**config.mk**
```make
export PLATFORM = sky130hd
export DESIGN_NAME = reg_fetch_decode
export DESIGN_NICKNAME = d
export VERILOG_FILES = /design/src/rtl/pipeline_pkg.sv /design/src/rtl/intr_sequencer.sv /design/src/rtl/reg_fetch_decode.sv
export SDC_FILE = /design/constraint.sdc
export NUM_CORES = 1
export LEC_CHECK = 0
export BUFFER_PORTS_ARGS = -buffer_cell sky130_fd_sc_hd__buf_4
export CORE_MARGIN = 1.5
export CORE_UTILIZATION = 30
export CTS_BUF_LIST = sky130_fd_sc_hd__clkbuf_8
export CTS_CLUSTER_DIAMETER = 120
export DETAILED_ROUTE_END_ITERATION = 10
export PLACE_DENSITY = 0.51
export SLEW_MARGIN = 0
export SYNTH_ARGS = -nofsm -noshare
export SYNTH_HDL_FRONTEND = slang
export SYNTH_SLANG_ARGS = --single-unit
```
**constraint.sdc**
```tcl
create_clock -name clk -period 4.82 [get_ports clk]
set_input_delay 0.964 -clock clk [delete_from_list [all_inputs] [get_ports clk]]
set_output_delay 0.964 -clock clk [all_outputs]
set_load 0.05 [all_outputs]
```
**src/rtl/pipeline_pkg.sv**
```systemverilog
// Shared types and defaults for the fetch/decode pipeline register.
package pipeline_pkg;

    localparam int INSTR_W          = 16;
    localparam int PC_W_DEF         = 32;
    localparam int IMM_FLAG_BIT_DEF = 15;

    typedef enum logic [1:0] {
        FIRST    = 2'd0,
        WAIT_IMM = 2'd1,
        INT1     = 2'd2,
        INT2     = 2'd3
    } state_t;

    // Everything except the PC, which is parameterised per instance.
    typedef struct packed {
        logic [INSTR_W-1:0] instr;
        logic [INSTR_W-1:0] imm;
        logic               valid;
        logic               int1;
        logic               int2;
    } slot_t;

    localparam slot_t BUBBLE = '0;

endpackage

```
**src/rtl/intr_sequencer.sv**
```systemverilog
// Interrupt request latch and return-PC capture for the INT1/INT2 sequence.
module intr_sequencer
    import pipeline_pkg::*;
#(
    parameter int PC_W = PC_W_DEF
) (
    input  logic            clk,
    input  logic            rst,
    input  logic            int_req,
    input  logic            take_ok,
    input  logic [PC_W-1:0] pc_in,
    output logic            int_pending,
    output logic            int_take,
    output logic [PC_W-1:0] ret_pc
);

    assign int_take = take_ok && int_pending;

    // A pulse arriving on the take edge is dropped, as the request is still pending then.
    always_ff @(posedge clk or posedge rst) begin
        if (rst) begin
            int_pending <= 1'b0;
            ret_pc      <= '0;
        end else if (int_take) begin
            int_pending <= 1'b0;
            ret_pc      <= pc_in;
        end else if (int_req) begin
            int_pending <= 1'b1;
        end
    end

endmodule

```
**src/rtl/reg_fetch_decode.sv**
```systemverilog
// Fetch-to-decode pipeline register: assembles opcode+immediate pairs and injects interrupt slots.
module reg_fetch_decode
    import pipeline_pkg::*;
#(
    parameter int PC_W         = PC_W_DEF,
    parameter int IMM_FLAG_BIT = IMM_FLAG_BIT_DEF
) (
    input  logic               clk,
    input  logic               rst,
    input  logic [INSTR_W-1:0] instr_word,
    input  logic [PC_W-1:0]    pc_in,
    input  logic               fetch_valid,
    output logic               fetch_ready,
    input  logic               stall,
    input  logic               flush,
    input  logic               int_req,
    output logic [INSTR_W-1:0] instr_decode,
    output logic [INSTR_W-1:0] imm_decode,
    output logic [PC_W-1:0]    pc_decode,
    output logic               valid_decode,
    output logic               int1_decode,
    output logic               int2_decode
);

    state_t             state;
    slot_t              slot;
    logic [INSTR_W-1:0] held_instr;
    logic [PC_W-1:0]    held_pc;
    logic               int_pending;
    logic               int_take;
    logic [PC_W-1:0]    ret_pc;
    logic               accept;

    assign fetch_ready = !rst && !stall && !flush &&
                         ((state == FIRST && !int_pending) || state == WAIT_IMM);
    assign accept      = fetch_valid && fetch_ready;

    intr_sequencer #(.PC_W(PC_W)) u_seq (
        .clk         (clk),
        .rst         (rst),
        .int_req     (int_req),
        .take_ok     (state == FIRST && !stall && !flush),
        .pc_in       (pc_in),
        .int_pending (int_pending),
        .int_take    (int_take),
        .ret_pc      (ret_pc)
    );

    assign instr_decode = slot.instr;
    assign imm_decode   = slot.imm;
    assign valid_decode = slot.valid;
    assign int1_decode  = slot.int1;
    assign int2_decode  = slot.int2;

    // Flush beats stall; stall freezes everything including a running interrupt sequence.
    always_ff @(posedge clk or posedge rst) begin
        if (rst) begin
            state      <= FIRST;
            slot       <= BUBBLE;
            pc_decode  <= '0;
            held_instr <= '0;
            held_pc    <= '0;
        end else if (flush) begin
            state      <= FIRST;
            slot       <= BUBBLE;
            pc_decode  <= '0;
            held_instr <= '0;
            held_pc    <= '0;
        end else if (!stall) begin
            slot      <= BUBBLE;
            pc_decode <= '0;
            case (state)
                FIRST: begin
                    if (int_take) begin
                        state <= INT1;
                    end else if (accept) begin
                        if (instr_word[IMM_FLAG_BIT]) begin
                            held_instr <= instr_word;
                            held_pc    <= pc_in;
                            state      <= WAIT_IMM;
                        end else begin
                            slot.instr <= instr_word;
                            slot.valid <= 1'b1;
                            pc_decode  <= pc_in;
                        end
                    end
                end
                WAIT_IMM: begin
                    if (accept) begin
                        slot.instr <= held_instr;
                        slot.imm   <= instr_word;
                        slot.valid <= 1'b1;
                        pc_decode  <= held_pc;
                        state      <= FIRST;
                    end
                end
                INT1: begin
                    slot.valid <= 1'b1;
                    slot.int1  <= 1'b1;
                    pc_decode  <= ret_pc;
                    state      <= INT2;
                end
                INT2: begin
                    slot.valid <= 1'b1;
                    slot.int2  <= 1'b1;
                    pc_decode  <= ret_pc;
                    state      <= FIRST;
                end
                default: state <= FIRST;
            endcase
        end
    end

endmodule
```
# Word level (Yosys, flattened, before mapping)
# Cells that the tools add are included.
[op_classes]
n_reduce_logical = 21
n_eq_ne = 8
muxes = 42
[op_table]
columns = ["op", "n"]
rows = [
  ["2-to-1 mux 32 bit", 12],
  ["2-to-1 mux 16 bit", 7],
  ["case mux 32 bit (3 select lines)", 1],
  ["2-to-1 mux 35 bit", 2],
  ["2-to-1 mux 15 bit", 3],
  ["2-to-1 mux 33 bit", 1],
  ["case mux 16 bit (2 select lines)", 1],
  ["2-to-1 mux 2 bit", 6],
  ["logical AND 1 bit", 8],
  ["inequality test 4 bit, second input constant", 2],
  ["case mux 2 bit (4 select lines)", 1],
  ["nonzero test 2 bit", 4],
  ["2-to-1 mux 1 bit", 7],
  ["AND reduction 5 bit", 1],
  ["== test 2 bit, second input constant", 2],
  ["zero test 1 bit", 4],
  ["AND reduction 4 bit", 1],
  ["inequality test 3 bit, second input constant", 1],
  ["case mux 1 bit (3 select lines)", 1],
  ["== test 2 x 1 -> 1 bit, second input constant", 1],
  ["zero test 2 bit", 1],
  ["inequality test 2 x 1 -> 1 bit, second input constant", 1],
  ["inequality test 2 bit, second input constant", 1],
  ["OR reduction 2 bit", 1],
  ["logical OR 1 bit", 1],
]
[word_totals]
out_inout_bits = 68
ff_bits = 150

# Logic depth before layout (Yosys ltp)
[depth]
ltp_word = 10
depth_mapped = 6
mapped_depth_nobuf = 3

# By module
# A second synthesis with hierarchy kept.
[unflattened]
cells_unflattened = 586
area_unflattened_um2 = 7013.0
[by_module_without_submodules]
columns = ["module", "seq_area_each_um2", "area_per_inst_um2", "cells_each", "n_inst"]
rows = [
  ["reg_fetch_decode", 2927.8, 5656.7, 513, 1],
  ["intr_sequencer", 825.8, 1356.3, 73, 1],
]

# Worst setup path after synthesis
# Ideal clock, no wire load.
[synth_path]
path_type = "input-to-output"
startpoint = "input port stall"
endpoint = "output port fetch_ready"
path_stages = 4
arrival_ns = 2.757
setup_slack_ns = 1.099
path_cell_list = "nor2_1 clkbuf_1 nand2_1 nor3_1"
[synth_via]
elab_chain_cells = 4
[synth_rtl]
columns = ["element", "line_no", "rtl"]
rows = [
  ["start, declared", "reg_fetch_decode.sv:14", "input logic stall,"],
  ["zero test 1 bit", "--", ""],
  ["logical AND 1 bit (3 in a row)", "reg_fetch_decode.sv:34", "assign fetch_ready = !rst && !stall && !flush &&"],
  ["end, declared", "reg_fetch_decode.sv:13", "output logic fetch_ready,"],
]
# Every way passes these cells.

# Worst setup path in the final report
[layout_path]
startpoint = "register state[1]"
endpoint = "output port fetch_ready"
[layout_via]
elab_chain_cells = 4
elab_cells_between_ends = 5
classes_between = "1 x eq/ne; 4 x reduce/logical"
[layout_rtl]
columns = ["element", "line_no", "rtl"]
rows = [
  ["start, declared", "reg_fetch_decode.sv:25", "state_t state;"],
  ["start signal, assigned", "reg_fetch_decode.sv:58", "state <= FIRST;"],
  ["start signal, assigned", "reg_fetch_decode.sv:64", "state <= FIRST;"],
  ["start signal, assigned", "reg_fetch_decode.sv:75", "state <= INT1;"],
  ["zero test 2 bit", "reg_fetch_decode.sv:35", "((state == FIRST && !int_pending) || state == WAIT_IMM);"],
  ["logical AND 1 bit", "reg_fetch_decode.sv:35", ""],
  ["logical OR 1 bit (*)", "reg_fetch_decode.sv:35", ""],
  ["logical AND 1 bit (*)", "reg_fetch_decode.sv:34", ""],
]
# Mark *: on every way between the ends. The rest lies on a longest branch, timed or not.

==> metrics.csv <==
metric,value,unit
outcome,finished clean,
syn_avg_cell_area,11.5,sq um
crit_arrival,2.60,ns
ant_nets,0,
initial_utilization,30.9,%
num_vias,5662,
grt_pass1_wl,32700,um
grt_usage,17.4,%
die_h,157,um
syn-cell-area,0.00707,sq mm
rr_worst_depth,4,
maxClockFrequency,281,MHz
ys_async_sr_fraction,100,%
finClkSkew,0.0141,ns
cts_buffers,17,
first_pass_iters,5,
fin_tns_setup,0,ns
ctsHoldBuffers,0,
drt_iter0_drc,328,
drv_slew,0,
post_cts_buffers,0,
port_buffers,121,
slowest_delay,0.77,ns
core-area,0.0229,sq mm
gp_congestion,0.748,
via_per_inst,5.50,
post_drt_wl_per_cell,20.1,um
layout_min_cycle_time,3.56,ns
hold_viol,0,
route.detailed.drc,0,
rsz0062_at_grt,no,
end_kind,output pin,
synth_edf_count,0,
clkSinkCount,150,
grt_start_max_net_pins,62,
synth_nets,668,
cts_resized,0,
r2r_setup_slack,1.70,ns
worstSetupStartpointType,flop,
synthFlopType,dfrtp_1,
grt_pass1_vias,5977,
setup_violations,0,
p_total,3.04,mW
io_pins,122,
finalCritPeriodShare,73.9,%
wirelength,20700,um
cts_max_path_buffers,2,
rows,55,
worstSetupEndpoint,fetch_ready,
n_antenna_cell,0,
clk_pin_slew_worst_paths,0.08,ns
ys_seq_area_share,53.1,%
syn_inst,614,
worstPathRequired,3.86,ns
ir_worst_vdd,0.177,mV
power_density,351,mW/mm^2
worstReg2RegEnd,held_pc[7],
holdCritPathClass,reg2reg,
crit_slowest_cell,nor2_4,
dp_hpwl,12800,um
maxCapViolCount,0,
p_leak,3.91,nW
cp-startpoint,state[1],
fp.dieArea,0.0245,sq mm
ys_ff_latch,150,
overflow,0,
worst_pin_slew,0.943,ns
cts_root_buf,clkbuf_8,
synth_warnings,0,
crit_chain,nor2_4 > nand2_1 > nor3_1 > buf_4,
htreeDepth,4,
critical_path_class,reg2out,
slew_headroom,37.2,%
cts_tree,built,
antenna_found_initial,0,
drive_gt1_share,35.5,%
rr_startpoint,state[1],
clkLatencyLatePin,0.45,ns
synth.distinct_cells,39,
cp_max_fo,30,
die_x,157,um
syn2layout_area_growth,22.2,%
final_nets,757,
-- layout by cell type, fill, tap and decap left out, types with 2 or more instances in the layout --
| cell type | Yosys | layout |
|---|---|---|
| nand3_1 | 34 | 34 |
| clkbuf_8 | 0 | 20 |
| a21oi_1 | 6 | 6 |
| a221o_1 | 15 | 15 |
| a22oi_1 | 12 | 12 |
| a32oi_1 | 21 | 21 |
| a22o_1 | 17 | 17 |
| nand2_1 | 26 | 26 |
| nor2_1 | 7 | 6 |
| clkinvlp_4 | 0 | 5 |
| buf_4 | 7 | 133 |
| mux2_2 | 71 | 71 |
| o211ai_1 | 29 | 29 |
| o21ai_0 | 22 | 22 |
| bufinv_16 | 0 | 3 |
| a311o_1 | 3 | 3 |
| nand4_1 | 32 | 32 |
| and3_1 | 15 | 15 |
| inv_1 | 6 | 6 |
| nor2b_1 | 52 | 51 |
| mux2_4 | 8 | 8 |
| dfrtp_1 | 150 | 150 |
| clkinv_2 | 0 | 2 |
| a221oi_1 | 9 | 9 |
-- metrics by stage --
step           setup slack, ns  utilization (%)  instances  area (sq um)  hold slack [ns]
6_report                  1.26             37.7       1029          8640            0.502
5_1_grt                   1.08             37.7       1029          8640            0.511
4_1_cts                   1.23             37.7       1029          8640            0.498
3_5_place_dp              1.46             35.9        997          8220            0.485
3_3_place_gp              1.46             35.9        997          8220            0.483
2_1_floorplan             1.10                -        614          7080            0.472
-- synth_stat cells (2+ instances only) --
cell type  instances  area share (%)
a21oi_1            6            0.42
a221o_1           15             2.1
a221oi_1           9             1.1
a22o_1            17             2.1
a22oi_1           12             1.3
a311o_1            3            0.42
a32oi_1           21             2.6
and3_1            15             1.3
buf_1              3            0.16
buf_2             14            0.99
buf_4              7            0.74
clkbuf_1          38             2.0
dfrtp_1          150              53
inv_1              6            0.32
mux2_2            71              11
mux2_4             8             1.7
nand2_1           26             1.4
nand2b_1           2            0.18
nand3_1           34             2.4
nand4_1           32             2.8
nor2_1             7            0.37
nor2b_1           52             4.6
o211ai_1          29             3.1
o21ai_0           22             1.6
-- flip-flops by register name (all words and copies together) (netlist names) --
register,flops
held_instr,16
held_pc,32
imm_decode,16
instr_decode,16
int1_decode,1
int2_decode,1
pc_decode,32
state,2
u_seq.int_pending,1
u_seq.ret_pc,32
valid_decode,1
-- area by class of cell --
cell class | instances | area, sq um
clock buffers | 20 | 275
clock inverters | 12 | 151
fillers | 2265 | 14300
inverters | 7 | 30.0
multi-input cells | 394 | 3040
flip-flops and latches | 150 | 3750
well taps | 313 | 392
repair buffers | 133 | 998
-- power by group --
group / switching [mW] / leakage (nW) / internal, mW
Sequential: 0.0844 / 2.00 / 1.38
Clock: 0.489 / 0.209 / 0.552
Combinational: 0.337 / 1.70 / 0.195
-- worst min path at each step --
stage | start | endpoint | slack [ns] | depth (start not counted)
after floorplan | held_instr[0] | instr_decode[0] | 0.47 | 1
after global placement | held_instr[0] | instr_decode[0] | 0.48 | 1
after detailed placement | held_instr[11] | instr_decode[11] | 0.49 | 1
after CTS | held_instr[0] | instr_decode[0] | 0.50 | 1
after global routing | held_instr[0] | instr_decode[0] | 0.51 | 1
final | held_instr[0] | instr_decode[0] | 0.50 | 1
-- worst max-delay path, delay by kind of cell (launching register included) --
kind                   cells  cell delay (ns)
and+or+nand+nor            3             1.16
DFF                        1             0.73
buffers and inverters      1             0.26
-- layer usage --
layer  GRT usage [%]  vias to the layer above  wire [um]
met5               0                        -          0
met4            6.39                        0        222
met3            3.49                       23       1020
met2            28.8                      205      10200
met1            22.5                     2943       9240
li1                -                     2491          -
-- kinds of logic (layout without fill, tap and decap cells) --
group	after synthesis	in the layout	share of synthesized area, %
mux	79	79	13.0
simple gates	178	178	14.4
buf+inv	70	172	4.44
flops	150	150	53.1
compound gates	137	137	15.0
Power figures use the tool's default switching activity.
